===== src/rtl/param_alu_if.sv =====
// Operand/control/result bundle between the register file, param_alu and writeback.
// The master side drives operands and control; the slave side (the ALU) returns results.
interface param_alu_if #(
  parameter int unsigned WIDTH = 16
) ();
  logic [WIDTH-1:0] a;
  logic             a_enable;
  logic [WIDTH-1:0] b;
  logic [2:0]       op;
  logic             start;
  logic             busy;
  logic             done;
  logic [WIDTH-1:0] acc_out;
  logic [WIDTH-1:0] mul_acc_out;
  logic             zero;
  logic             carry;

  modport master (
    output a, a_enable, b, op, start,
    input  busy, done, acc_out, mul_acc_out, zero, carry
  );

  modport slave (
    input  a, a_enable, b, op, start,
    output busy, done, acc_out, mul_acc_out, zero, carry
  );
endinterface


===== src/rtl/param_alu.sv =====
// Accumulator ALU: single-cycle ADD/SUB/XOR/AND/OR plus an iterative shift-add
// unsigned multiply producing a 2*WIDTH result split across acc_out / mul_acc_out.
module param_alu #(
  parameter int unsigned WIDTH = 16
) (
  input logic         clk,
  input logic         rst,
  param_alu_if.slave  bus
);

  localparam int unsigned CntW = $clog2(WIDTH);

  localparam logic [2:0] OpAdd = 3'd0;
  localparam logic [2:0] OpSub = 3'd1;
  localparam logic [2:0] OpXor = 3'd2;
  localparam logic [2:0] OpAnd = 3'd3;
  localparam logic [2:0] OpOr  = 3'd4;
  localparam logic [2:0] OpMul = 3'd5;

  typedef enum logic [0:0] {StIdle, StMul} state_e;

  state_e               state_q, state_d;
  logic [WIDTH-1:0]     a_reg_q, a_reg_d;
  logic [WIDTH-1:0]     acc_q, acc_d;
  logic [WIDTH-1:0]     mul_acc_q, mul_acc_d;
  logic                 zero_q, zero_d;
  logic                 carry_q, carry_d;
  logic                 done_q, done_d;
  logic [WIDTH-1:0]     mplier_q, mplier_d;
  logic [2*WIDTH-1:0]   prod_q, prod_d;
  logic [CntW-1:0]      cnt_q, cnt_d;

  logic [WIDTH:0]       add_sum, sub_sum, step_sum;
  logic [2*WIDTH-1:0]   prod_step;
  logic [WIDTH-1:0]     res;
  logic                 res_c;
  logic                 res_wr;

  always_ff @(posedge clk) begin
    if (rst) begin
      state_q   <= StIdle;
      a_reg_q   <= '0;
      acc_q     <= '0;
      mul_acc_q <= '0;
      zero_q    <= 1'b0;
      carry_q   <= 1'b0;
      done_q    <= 1'b0;
      mplier_q  <= '0;
      prod_q    <= '0;
      cnt_q     <= '0;
    end else begin
      state_q   <= state_d;
      a_reg_q   <= a_reg_d;
      acc_q     <= acc_d;
      mul_acc_q <= mul_acc_d;
      zero_q    <= zero_d;
      carry_q   <= carry_d;
      done_q    <= done_d;
      mplier_q  <= mplier_d;
      prod_q    <= prod_d;
      cnt_q     <= cnt_d;
    end
  end

  always_comb begin
    add_sum   = {1'b0, a_reg_q} + {1'b0, bus.b};
    sub_sum   = {1'b0, a_reg_q} + {1'b0, ~bus.b} + {{WIDTH{1'b0}}, 1'b1};
    // a_reg cannot change while busy, so it serves directly as the multiplicand.
    step_sum  = {1'b0, prod_q[2*WIDTH-1:WIDTH]} + (mplier_q[0] ? {1'b0, a_reg_q} : '0);
    prod_step = {step_sum, prod_q[WIDTH-1:1]};
  end

  always_comb begin
    state_d   = state_q;
    a_reg_d   = a_reg_q;
    acc_d     = acc_q;
    mul_acc_d = mul_acc_q;
    zero_d    = zero_q;
    carry_d   = carry_q;
    done_d    = 1'b0;
    mplier_d  = mplier_q;
    prod_d    = prod_q;
    cnt_d     = cnt_q;
    res       = '0;
    res_c     = 1'b0;
    res_wr    = 1'b0;

    unique case (state_q)
      StIdle: begin
        if (bus.a_enable) begin
          a_reg_d = bus.a;
        end
        if (bus.start) begin
          done_d = 1'b1;
          case (bus.op)
            OpAdd: begin
              res    = add_sum[WIDTH-1:0];
              res_c  = add_sum[WIDTH];
              res_wr = 1'b1;
            end
            OpSub: begin
              res    = sub_sum[WIDTH-1:0];
              res_c  = sub_sum[WIDTH];
              res_wr = 1'b1;
            end
            OpXor: begin
              res    = a_reg_q ^ bus.b;
              res_wr = 1'b1;
            end
            OpAnd: begin
              res    = a_reg_q & bus.b;
              res_wr = 1'b1;
            end
            OpOr: begin
              res    = a_reg_q | bus.b;
              res_wr = 1'b1;
            end
            OpMul: begin
              done_d   = 1'b0;
              state_d  = StMul;
              mplier_d = bus.b;
              prod_d   = '0;
              cnt_d    = '0;
            end
            default: ;
          endcase
        end
      end
      StMul: begin
        prod_d   = prod_step;
        mplier_d = mplier_q >> 1;
        cnt_d    = cnt_q + CntW'(1);
        if (cnt_q == CntW'(WIDTH - 1)) begin
          state_d   = StIdle;
          done_d    = 1'b1;
          mul_acc_d = prod_step[WIDTH-1:0];
          res       = prod_step[2*WIDTH-1:WIDTH];
          res_c     = |prod_step[2*WIDTH-1:WIDTH];
          res_wr    = 1'b1;
        end
      end
      default: state_d = StIdle;
    endcase

    if (res_wr) begin
      acc_d   = res;
      zero_d  = (res == '0);
      carry_d = res_c;
    end
  end

  assign bus.busy        = (state_q == StMul);
  assign bus.done        = done_q;
  assign bus.acc_out     = acc_q;
  assign bus.mul_acc_out = mul_acc_q;
  assign bus.zero        = zero_q;
  assign bus.carry       = carry_q;

endmodule


===== src/flat_wrapper.sv =====
// flat-port wrapper written by rule: the top's interface ports become plain ports
module param_alu_flat 
#(
  parameter int unsigned WIDTH = 16
)
  (clk, rst, bus_a, bus_a_enable, bus_b, bus_op, bus_start, bus_busy, bus_done, bus_acc_out, bus_mul_acc_out, bus_zero, bus_carry);
  param_alu_if #(.WIDTH(WIDTH)) bus_i ();
  input logic clk;
  input logic rst;
  input wire logic [$bits(bus_i.a)-1:0] bus_a;
  input wire logic [$bits(bus_i.a_enable)-1:0] bus_a_enable;
  input wire logic [$bits(bus_i.b)-1:0] bus_b;
  input wire logic [$bits(bus_i.op)-1:0] bus_op;
  input wire logic [$bits(bus_i.start)-1:0] bus_start;
  output wire logic [$bits(bus_i.busy)-1:0] bus_busy;
  output wire logic [$bits(bus_i.done)-1:0] bus_done;
  output wire logic [$bits(bus_i.acc_out)-1:0] bus_acc_out;
  output wire logic [$bits(bus_i.mul_acc_out)-1:0] bus_mul_acc_out;
  output wire logic [$bits(bus_i.zero)-1:0] bus_zero;
  output wire logic [$bits(bus_i.carry)-1:0] bus_carry;
  assign bus_i.a = bus_a;
  assign bus_i.a_enable = bus_a_enable;
  assign bus_i.b = bus_b;
  assign bus_i.op = bus_op;
  assign bus_i.start = bus_start;
  assign bus_busy = bus_i.busy;
  assign bus_done = bus_i.done;
  assign bus_acc_out = bus_i.acc_out;
  assign bus_mul_acc_out = bus_i.mul_acc_out;
  assign bus_zero = bus_i.zero;
  assign bus_carry = bus_i.carry;
  param_alu #(.WIDTH(WIDTH)) u_core (.clk(clk), .rst(rst), .bus(bus_i));
endmodule

===== config.mk =====
export PLATFORM = sky130hd
export DESIGN_NAME = param_alu_flat
export DESIGN_NICKNAME = d
export VERILOG_FILES = /design/src/rtl/param_alu_if.sv /design/src/rtl/param_alu.sv /design/src/flat_wrapper.sv
export SDC_FILE = /design/constraint.sdc
export NUM_CORES = 1
export LEC_CHECK = 0
export ABC_AREA = 1
export CAP_MARGIN = 20
export CORE_AREA = 5 5 121 123
export CTS_CLUSTER_DIAMETER = 60
export DETAILED_ROUTE_END_ITERATION = 16
export DIE_AREA = 0 0 126 128
export GPL_TIMING_DRIVEN = 0
export PLACE_DENSITY = 0.91
export REMOVE_ABC_BUFFERS = 1
export SETUP_SLACK_MARGIN = 0.1
export SLEW_MARGIN = 5
export SYNTH_ARGS = -nofsm -noshare
export SYNTH_HDL_FRONTEND = slang
export SYNTH_SLANG_ARGS = --single-unit

===== constraint.sdc =====
create_clock -name clk -period 6.17 [get_ports clk]
set_clock_uncertainty 0.2 [all_clocks]
set_input_delay 1.851 -clock clk [delete_from_list [all_inputs] [get_ports clk]]
set_output_delay 1.851 -clock clk [all_outputs]
set_load 0.01 [all_outputs]

# Word level (Yosys, flattened, before mapping)
# Index checks and enable logic that the tools add are counted.
dict set report totals {
  regBits 104
  in_bits 39
  elab_cells 64
}
dict set report classes {
  n_addsub 5
  eq_ne 8
  mux 29
  bitwise 5
  n_reduce_logical 7
}
# op n
set ops {}
lappend ops {{2-to-1 mux 16 bit} 5}
lappend ops {{one-hot mux 16 bit (5 select lines)} 1}
lappend ops {{2-to-1 mux 32 bit} 2}
lappend ops {{one-hot mux 16 bit (2 select lines)} 2}
lappend ops {{one-hot mux 32 bit (2 select lines)} 1}
lappend ops {{adder 16 x 16 -> 17 bit} 2}
lappend ops {{adder 16 x 17 -> 17 bit} 1}
lappend ops {{adder 17 x 1 -> 17 bit, second input constant} 1}
lappend ops {{AND 16 bit} 1}
lappend ops {{logical NOT 16 bit} 1}
lappend ops {{NOT 16 bit} 1}
lappend ops {{OR 16 bit} 1}
lappend ops {{OR reduction 16 bit} 1}
lappend ops {{bitwise XOR 16 bit} 1}
lappend ops {{2-to-1 mux 1 bit} 10}
lappend ops {{one-hot mux 1 bit (2 select lines)} 5}
lappend ops {{2-to-1 mux 4 bit} 2}
lappend ops {{one-hot mux 4 bit (2 select lines)} 1}
lappend ops {{equality test 3 x 2 -> 1 bit, second input constant} 2}
lappend ops {{equality test 3 bit, second input constant} 2}
lappend ops {{AND reduction 2 bit} 3}
lappend ops {{OR reduction 5 bit} 1}
lappend ops {{adder 4 x 1 -> 4 bit, second input constant} 1}
lappend ops {{equality test 4 bit, second input constant} 1}
lappend ops {{4 further kinds} 5}

# Longest topological paths before layout
# Gate-level depths: netlist (run 1).
dict set report depth {
  ltp_word 7
  depth_mapped 22
  ltp_nobuf 20
}

# Worst setup path after synthesis (run 1)
# No wires, ideal clock.
dict set report synth_path {
  path_kind {input port to flip-flop}
  startpoint {in bus_b[0]}
  endpoint {reg u_core.zero_q, in the netlist u_core.bus.zero}
  arrival_time_ns 3.613
  required_time_ns 5.904
  slack_ns 2.291
  stages 15
  path_buffers 0
  cell_sequence {ha_1 fa_1 inv_1 nor2_2 nor2_1 o21ai_2 nand2_1 nand3_1 nand3_1 nand3_1 a21oi_1 nand2_1 nor2_2 nand2_1 a21oi_2}
}
dict set report synth_via {
  elab_chain_len 7
  elab_cells_between_ends 11
}
# item line
set synth_rtl {}
lappend synth_rtl {{start: declaration} flat_wrapper.sv:12} ;# input wire logic [$bits(bus_i.b)-1:0] bus_b;
lappend synth_rtl {{NOT 16 bit} param_alu.sv:67} ;# sub_sum = {1'b0, a_reg_q} + {1'b0, ~bus.b} + {{WIDTH{1'b0}}, 1'b1};
lappend synth_rtl {{adder 16 x 16 -> 17 bit} param_alu.sv:67}
lappend synth_rtl {{adder 17 x 1 -> 17 bit} param_alu.sv:67}
lappend synth_rtl {{one-hot mux 16 bit (5 select lines) (*)} param_alu.sv:95} ;# case (bus.op)
lappend synth_rtl {{2-to-1 mux 16 bit (*)} param_alu.sv:93} ;# if (bus.start) begin
lappend synth_rtl {{one-hot mux 16 bit (2 select lines) (*)} param_alu.sv:88} ;# unique case (state_q)
lappend synth_rtl {{logical NOT 16 bit (*)} param_alu.sv:147} ;# zero_d = (res == '0);
lappend synth_rtl {{end signal: assignment} param_alu.sv:56} ;# zero_q <= zero_d;
lappend synth_rtl {{end: declaration} param_alu.sv:26} ;# logic zero_q, zero_d;
# Every way passes the cells marked *; elsewhere a longest branch is shown, timed or not.
# A chain may end at the register's enable or synchronous reset.

# Final worst setup path (run 1)
# Ends and elaborated chain as after synthesis.

==> metrics.txt, run 1 <==
post-route ant nets 0; clk buf depth 2; Top Layer Used met4; min Tclk post-route 4650 ps; wire length per cell roughly 16 um; Synth area leader dfxtp_1; met2 wire len 10.9 mm; CTS tree done; Max Freq ~0.22 GHz; Crit path arrival time 4750 ps; Area contributors post-synth dfxtp_1 (26%), nand2_1 (18%), ha_1 (11%); Worst VDD drop 162 uV; Slew Limit Headroom about 28%; Leak 4.25 nW; row cnt 43; DIE HEIGHT about 130 um; status complete, no violations; mapped cell area roughly 8000 um^2; Pins Over Slew Limit 0; Pwr Total between 1.5 and 2 mW; via count 8102; RSZ-0062 raised after global routing false; post-CTS resize count 0; met3 WL about 1.6 mm; HP Class flip-flop to flip-flop; largest net degree at the start of global routing ~50; antenna cells 0; final net count approximately 1400; Via density ~5.6; setup bufs post-CTS 0; starting density of the core around 58%; Hold Path Origin u_core.prod_q[1]; final hold vios 0; die width about 130 um; Hold Path End u_core.prod_q[1]; end of the worst register-to-register path u_core.bus.zero; Overall Global Routing Usage between 20% and 30%; R2R setup slack roughly 2600 ps; initial antenna violation count 0; Core ar. roughly 14000 um^2; Reg2Reg Launch Point u_core.cnt_q[0]; crit path max fanout 5; max-cap violations 0; worst setup margin between 1500 and 2000 ps; final core utilization 65.5%; DR DRC count 0; most numerous cell in the Yosys netlist nand2_1; Worst EP required between 6000 and 7000 ps; # setup viols final 0; Yosys warning count 0; sequential area share after synthesis about a quarter; CP Launch Type input port; Syn Area/Cell 6.38 um^2; DRT Pass-1 Iters 6; post-synthesis async set-or-reset flop share 0%; final WL 23.3 mm; H-Tree Depth 3; worst skew pair latency roughly 360 ps; number of global-route vias before repair 7609; CTS buffer count 9; worst slew pin tran 1070 ps; CP Capture Type flip-flop; Reg clk slew, reported paths about 80 ps; Congestion Overflow GR 0; Place WS around 1200 ps; global-route wire length before repair roughly 38 mm; Area Overhead vs Synth 13.3%; Port Buffers 74; Gate Count Post-Synth between 1000 and 1500; part of the cycle the worst path needs around three quarters; Post-synth top flop dfxtp_1; # clock sinks between 100 and 150; post-synth cell types 44; routability congestion estimate between 1 and 1.5; layout cells sized above 1 ~5.7%; Commonest cells post-synth nand2_1 (369), inv_1 (156), a21oi_1 (120); Synth top area share 26.3%; Hold Path Stages 2; R2R depth 14; Crit Path Category input port to flip-flop; area of placed instances 8550 um^2; die area between 15000 and 20000 um^2; number of flops mapped to enable cells by yosys 0; Initial DRC Count roughly 870; pwr/cell area around 190 nW/um^2; IO Pins 75; Hold-fix buffers, CTS 0; flip-flop and latch count after synthesis around 100; HPWL after detailed placement 17.2 mm; post-route cell area just under 9000 um^2; WL met1 a little over 10 mm; clock root buffer clkbuf_16
==> registers in the layout, indices dropped and copies added (netlist names), 4 cells and up <==
name                    cells
u_core.a_reg_q             16
u_core.bus.acc_out         16
u_core.bus.mul_acc_out     16
u_core.cnt_q                4
u_core.mplier_q            16
u_core.prod_q              31
==> critical path, cell delays in order <==
cell and delay [ps]:
clkdlybuf4s50_1 510, ha_1 330, fa_1 470, inv_1 130, nor2_2 40, nor2_1 200, o21ai_2 90, nand2_1 130
nand3_1 90, nand3_1 90, nand3_1 110, a21oi_1 300, nand2_1 110, nor2_2 110, nand2_1 60, a21oi_2 110
==> power breakdown <==
part	total [mW]	internal (mW)	switching, mW	leakage, nW
Combinational	0.391	0.137	0.253	3.27
Clock	0.582	0.286	0.296	0.139
Sequential	0.703	0.682	0.0203	0.836
==> cells in the final DEF (no fill, tap or decap), types with 2 or more instances in the layout <==
| master | Yosys | final |
|---|---|---|
| a21oi_4 | 2 | 2 |
| a21oi_2 | 7 | 7 |
| nand4_1 | 16 | 16 |
| inv_1 | 156 | 156 |
| a21boi_1 | 2 | 2 |
| nand3_2 | 4 | 4 |
| fa_1 | 3 | 3 |
| a31oi_1 | 9 | 9 |
| inv_2 | 10 | 10 |
| nand3b_1 | 5 | 5 |
| nor3_1 | 8 | 8 |
| xor2_1 | 4 | 4 |
| nand2_2 | 8 | 8 |
| inv_8 | 0 | 2 |
| o21ai_0 | 37 | 37 |
| dfxtp_1 | 103 | 102 |
| or2_1 | 7 | 7 |
| o21ai_2 | 5 | 5 |
| a21o_1 | 2 | 2 |
| o21ai_1 | 3 | 3 |
| o21bai_1 | 5 | 5 |
| clkinvlp_4 | 0 | 2 |
| a21oi_1 | 120 | 120 |
| nor2_4 | 2 | 2 |
| xnor2_1 | 2 | 2 |
| nor2_2 | 8 | 8 |
| nand3_1 | 111 | 111 |
| clkdlybuf4s50_1 | 0 | 73 |
| nand2_1 | 369 | 369 |
| o21a_1 | 3 | 3 |
| buf_12 | 0 | 2 |
| o22ai_1 | 13 | 13 |
| inv_6 | 0 | 2 |
| nor2_1 | 70 | 70 |
| clkbuf_16 | 0 | 9 |
| ha_1 | 69 | 69 |
| a22oi_1 | 9 | 9 |
==> cell families after synthesis <==
| family | after synthesis | share of synthesized area, % |
|---|---|---|
| and+or+nand+nor | 612 | 33.5 |
| AOI/OAI and AO/OA | 219 | 15.9 |
| buffers and inverters | 218 | 11.8 |
| DFF | 103 | 26.3 |
| adders and majority gates | 72 | 11.8 |
| xor gates and xnor gates | 6 | 0.670 |
==> area by class of cell <==
type	count	area [um^2]
clock buffer	9	225
fill	1267	4670
sequential	103	2060
tap	180	225
timing repair buffer	78	818
clock inverter	7	71.3
multi-input combinational	909	4850
inverter	167	629
==> metrics by stage <==
stage               hold slack, ps  TNS [ps]  std cells
CTS                            264         0       1451
global route                   280         0       1453
finish                         264         0       1453
global placement               249     -5960       1433
detailed placement             254         0       1435
floorplan                      232         0       1179
==> routing by layer <==
layer  up-vias  track usage [%]
met4         0             11.7
met1      3664             37.7
met3        64             3.75
met2       334             47.9
li1       4040                -
met5         -                0
==> how the worst max path moves through the flow <==
stage / start / to / slack, ps / depth (start not counted)
2_1_floorplan: bus_b[0] / u_core.bus.zero / 2290 / 15
3_3_place_gp: rst / u_core.a_reg_q[15] / -410 / 4
3_5_place_dp: bus_b[0] / u_core.bus.zero / 1230 / 16
4_1_cts: bus_b[0] / u_core.bus.zero / 1580 / 16
5_1_grt: bus_b[0] / u_core.bus.zero / 1360 / 16
6_report: bus_b[0] / u_core.bus.zero / 1520 / 16
Power figures use the tool's default switching activity.
==> run 2: changes to the inputs <==
Settings changed: CORE_AREA 5 5 121 123 to 5 5 122 124, DIE_AREA 0 0 126 128 to 0 0 127 129, PLACE_DENSITY 0.91 to 0.89.
Clock period 6.17 ns to 4.7 ns, I/O delays scaled along.
==> metrics.txt, run 2 (synthesis gave the netlist of run 1 again) <==
Core ar. between 10000 and 15000 um^2; CTS tree done; Hold Path Stages 2; antenna cells 0; post-CTS resize count 0; Fillers roughly 1300; DR DRC count 0; Worst path slowest cell clkdlybuf4s50_1; Hold Path Origin u_core.bus.mul_acc_out[2]; final WL about 23 mm; max reg flops 31; Crit Path Category input port to flip-flop; min Tclk post-route between 4000 and 5000 ps; Hold-fix buffers, CTS 0; Worst VDD drop about 280 uV; Via density between 5 and 6; starting density of the core a little under three fifths; # clock sinks around 100; worst slew pin tran 1090 ps; Area Overhead vs Synth 13.3%; via count slightly above 8000; Overall Global Routing Usage 27.8%; HPWL after detailed placement 17.0 mm; R2R depth 15; wire length per cell ~16 um; part of the cycle the worst path needs between 80% and 90%; final net count roughly 1400; HP Class flip-flop to flip-flop; CP Capture Type flip-flop; clk buf depth 2; Congestion Overflow GR 0; final hold vios 0; Reg clk slew, reported paths approximately 80 ps; Pins Over Slew Limit 0; Initial DRC Count around 950; clock root buffer clkbuf_16; worst skew pair latency between 300 and 400 ps; crit path max fanout 5; commonest non-fill, non-tap cell in the layout nand2_1; worst-path cell chain clkdlybuf4s50_1 > ha_1 > fa_1 > inv_1 > nor2_2 > nor2_1 > nand2_1 > nand3_1 > nand3_1 > a21oi_1 > nand3_1 > nor2_1 > nand2_1 > nor2_1 > nand2_1 > a21oi_2; DIE HEIGHT 129 um; global-route wire length before repair roughly 37 mm; Crit path arrival time ~4200 ps; R2R setup slack 1050 ps; total negative slack 0 ps; row cnt 43; IO Pins 75; CTS buffer count 9; setup bufs post-CTS 0; Slew Limit Headroom ~27%; H-Tree Depth 3; Top reg by flops u_core.prod_q; Hold Path End u_core.bus.mul_acc_out[2]; post-route ant nets 0; layout cells sized above 1 roughly 5.6%; Port Buffers 74; number of global-route vias before repair between 7000 and 8000; end of the worst register-to-register path u_core.bus.zero; # setup viols final 0; DRT Pass-1 Iters 6; CP peak stage delay between 400 and 500 ps; Reg2Reg Launch Point u_core.cnt_q[0]; RSZ-0062 raised after global routing false; max-cap violations 0; routability congestion estimate roughly 0.99; Max Freq about 0.24 GHz; pwr/cell area approximately 250 nW/um^2; Leak 4.25 nW; Worst EP required around 4800 ps; status complete, no violations; initial antenna violation count 0; largest net degree at the start of global routing slightly above 50; Pwr Total around 2.2 mW; die area between 15000 and 20000 um^2; CP Launch Type input port; die width 127 um; most frequent cells in the layout nand2_1 (369), inv_1 (156), a21oi_1 (120)
==> run 2: cell count changes in the layout (fill, tap and decap cells not counted) <==
| cell | delta |
|---|---|
| buf_8 | -1 |
| clkinvlp_4 | -2 |
| clkinv_8 | +2 |
| clkinv_4 | +2 |
| inv_6 | -2 |
==> run 2: per-stage QoR <==
stage | setup WS [ps] | hold WS, ps | instances | cell area, um^2 | util, %
floorplan | 1050 | 232 | 1179 | 7540 | -
global placement | -1130 | 248 | 1433 | 8510 | 62.3
detailed placement | 243 | 254 | 1435 | 8550 | 62.5
CTS | 537 | 267 | 1451 | 8860 | 64.8
global route | 299 | 283 | 1452 | 8890 | 65.0
finish | 560 | 265 | 1452 | 8890 | 65.0
==> run 2: per-layer routing <==
| layer | global-route usage (%) | wire length, um | up-vias |
|---|---|---|---|
| li1 | - | - | 4039 |
| met1 | 36.3 | 9910 | 3647 |
| met2 | 46.3 | 10300 | 376 |
| met3 | 4.48 | 1670 | 62 |
| met4 | 11.0 | 727 | 0 |
| met5 | 0 | 0 | - |
==> run 2: power breakdown <==
group          internal [mW]  total (mW)  leakage, nW  switching [mW]
Combinational          0.178       0.512         3.27           0.334
Sequential             0.896       0.923        0.836          0.0268
Clock                  0.382       0.769        0.152           0.386
==> run 2: area by class of cell <==
| cell class | instances | area [um^2] | area share (%) |
|---|---|---|---|
| timing repair buffer | 77 | 803 | 9.04 |
| multi-input combinational | 909 | 4850 | 54.6 |
| clock buffer | 9 | 225 | 2.53 |
| inverter | 167 | 629 | 7.08 |
| sequential | 103 | 2060 | 23.2 |
| clock inverter | 7 | 88.8 | 0.999 |
| tap | 180 | 225 | 2.53 |
==> run 2: worst max-delay path by stage <==
stage	start	to	slack (ps)
floorplan	u_core.bus.busy	u_core.bus.zero	1050
global placement	rst	u_core.a_reg_q[7]	-1130
detailed placement	bus_b[0]	u_core.bus.zero	240
CTS	u_core.cnt_q[0]	u_core.bus.zero	540
global route	bus_b[0]	u_core.bus.zero	300
finish	bus_b[0]	u_core.bus.zero	560
==> run 2: worst max-delay path, delay by kind of cell <==
family                   cells  cell delay (ps)
AND/OR/NAND/NOR             10             1090
adder cells (fa/ha/maj)      2              800
buffers and inverters        2              600
AO/OA/AOI/OAI                2              320
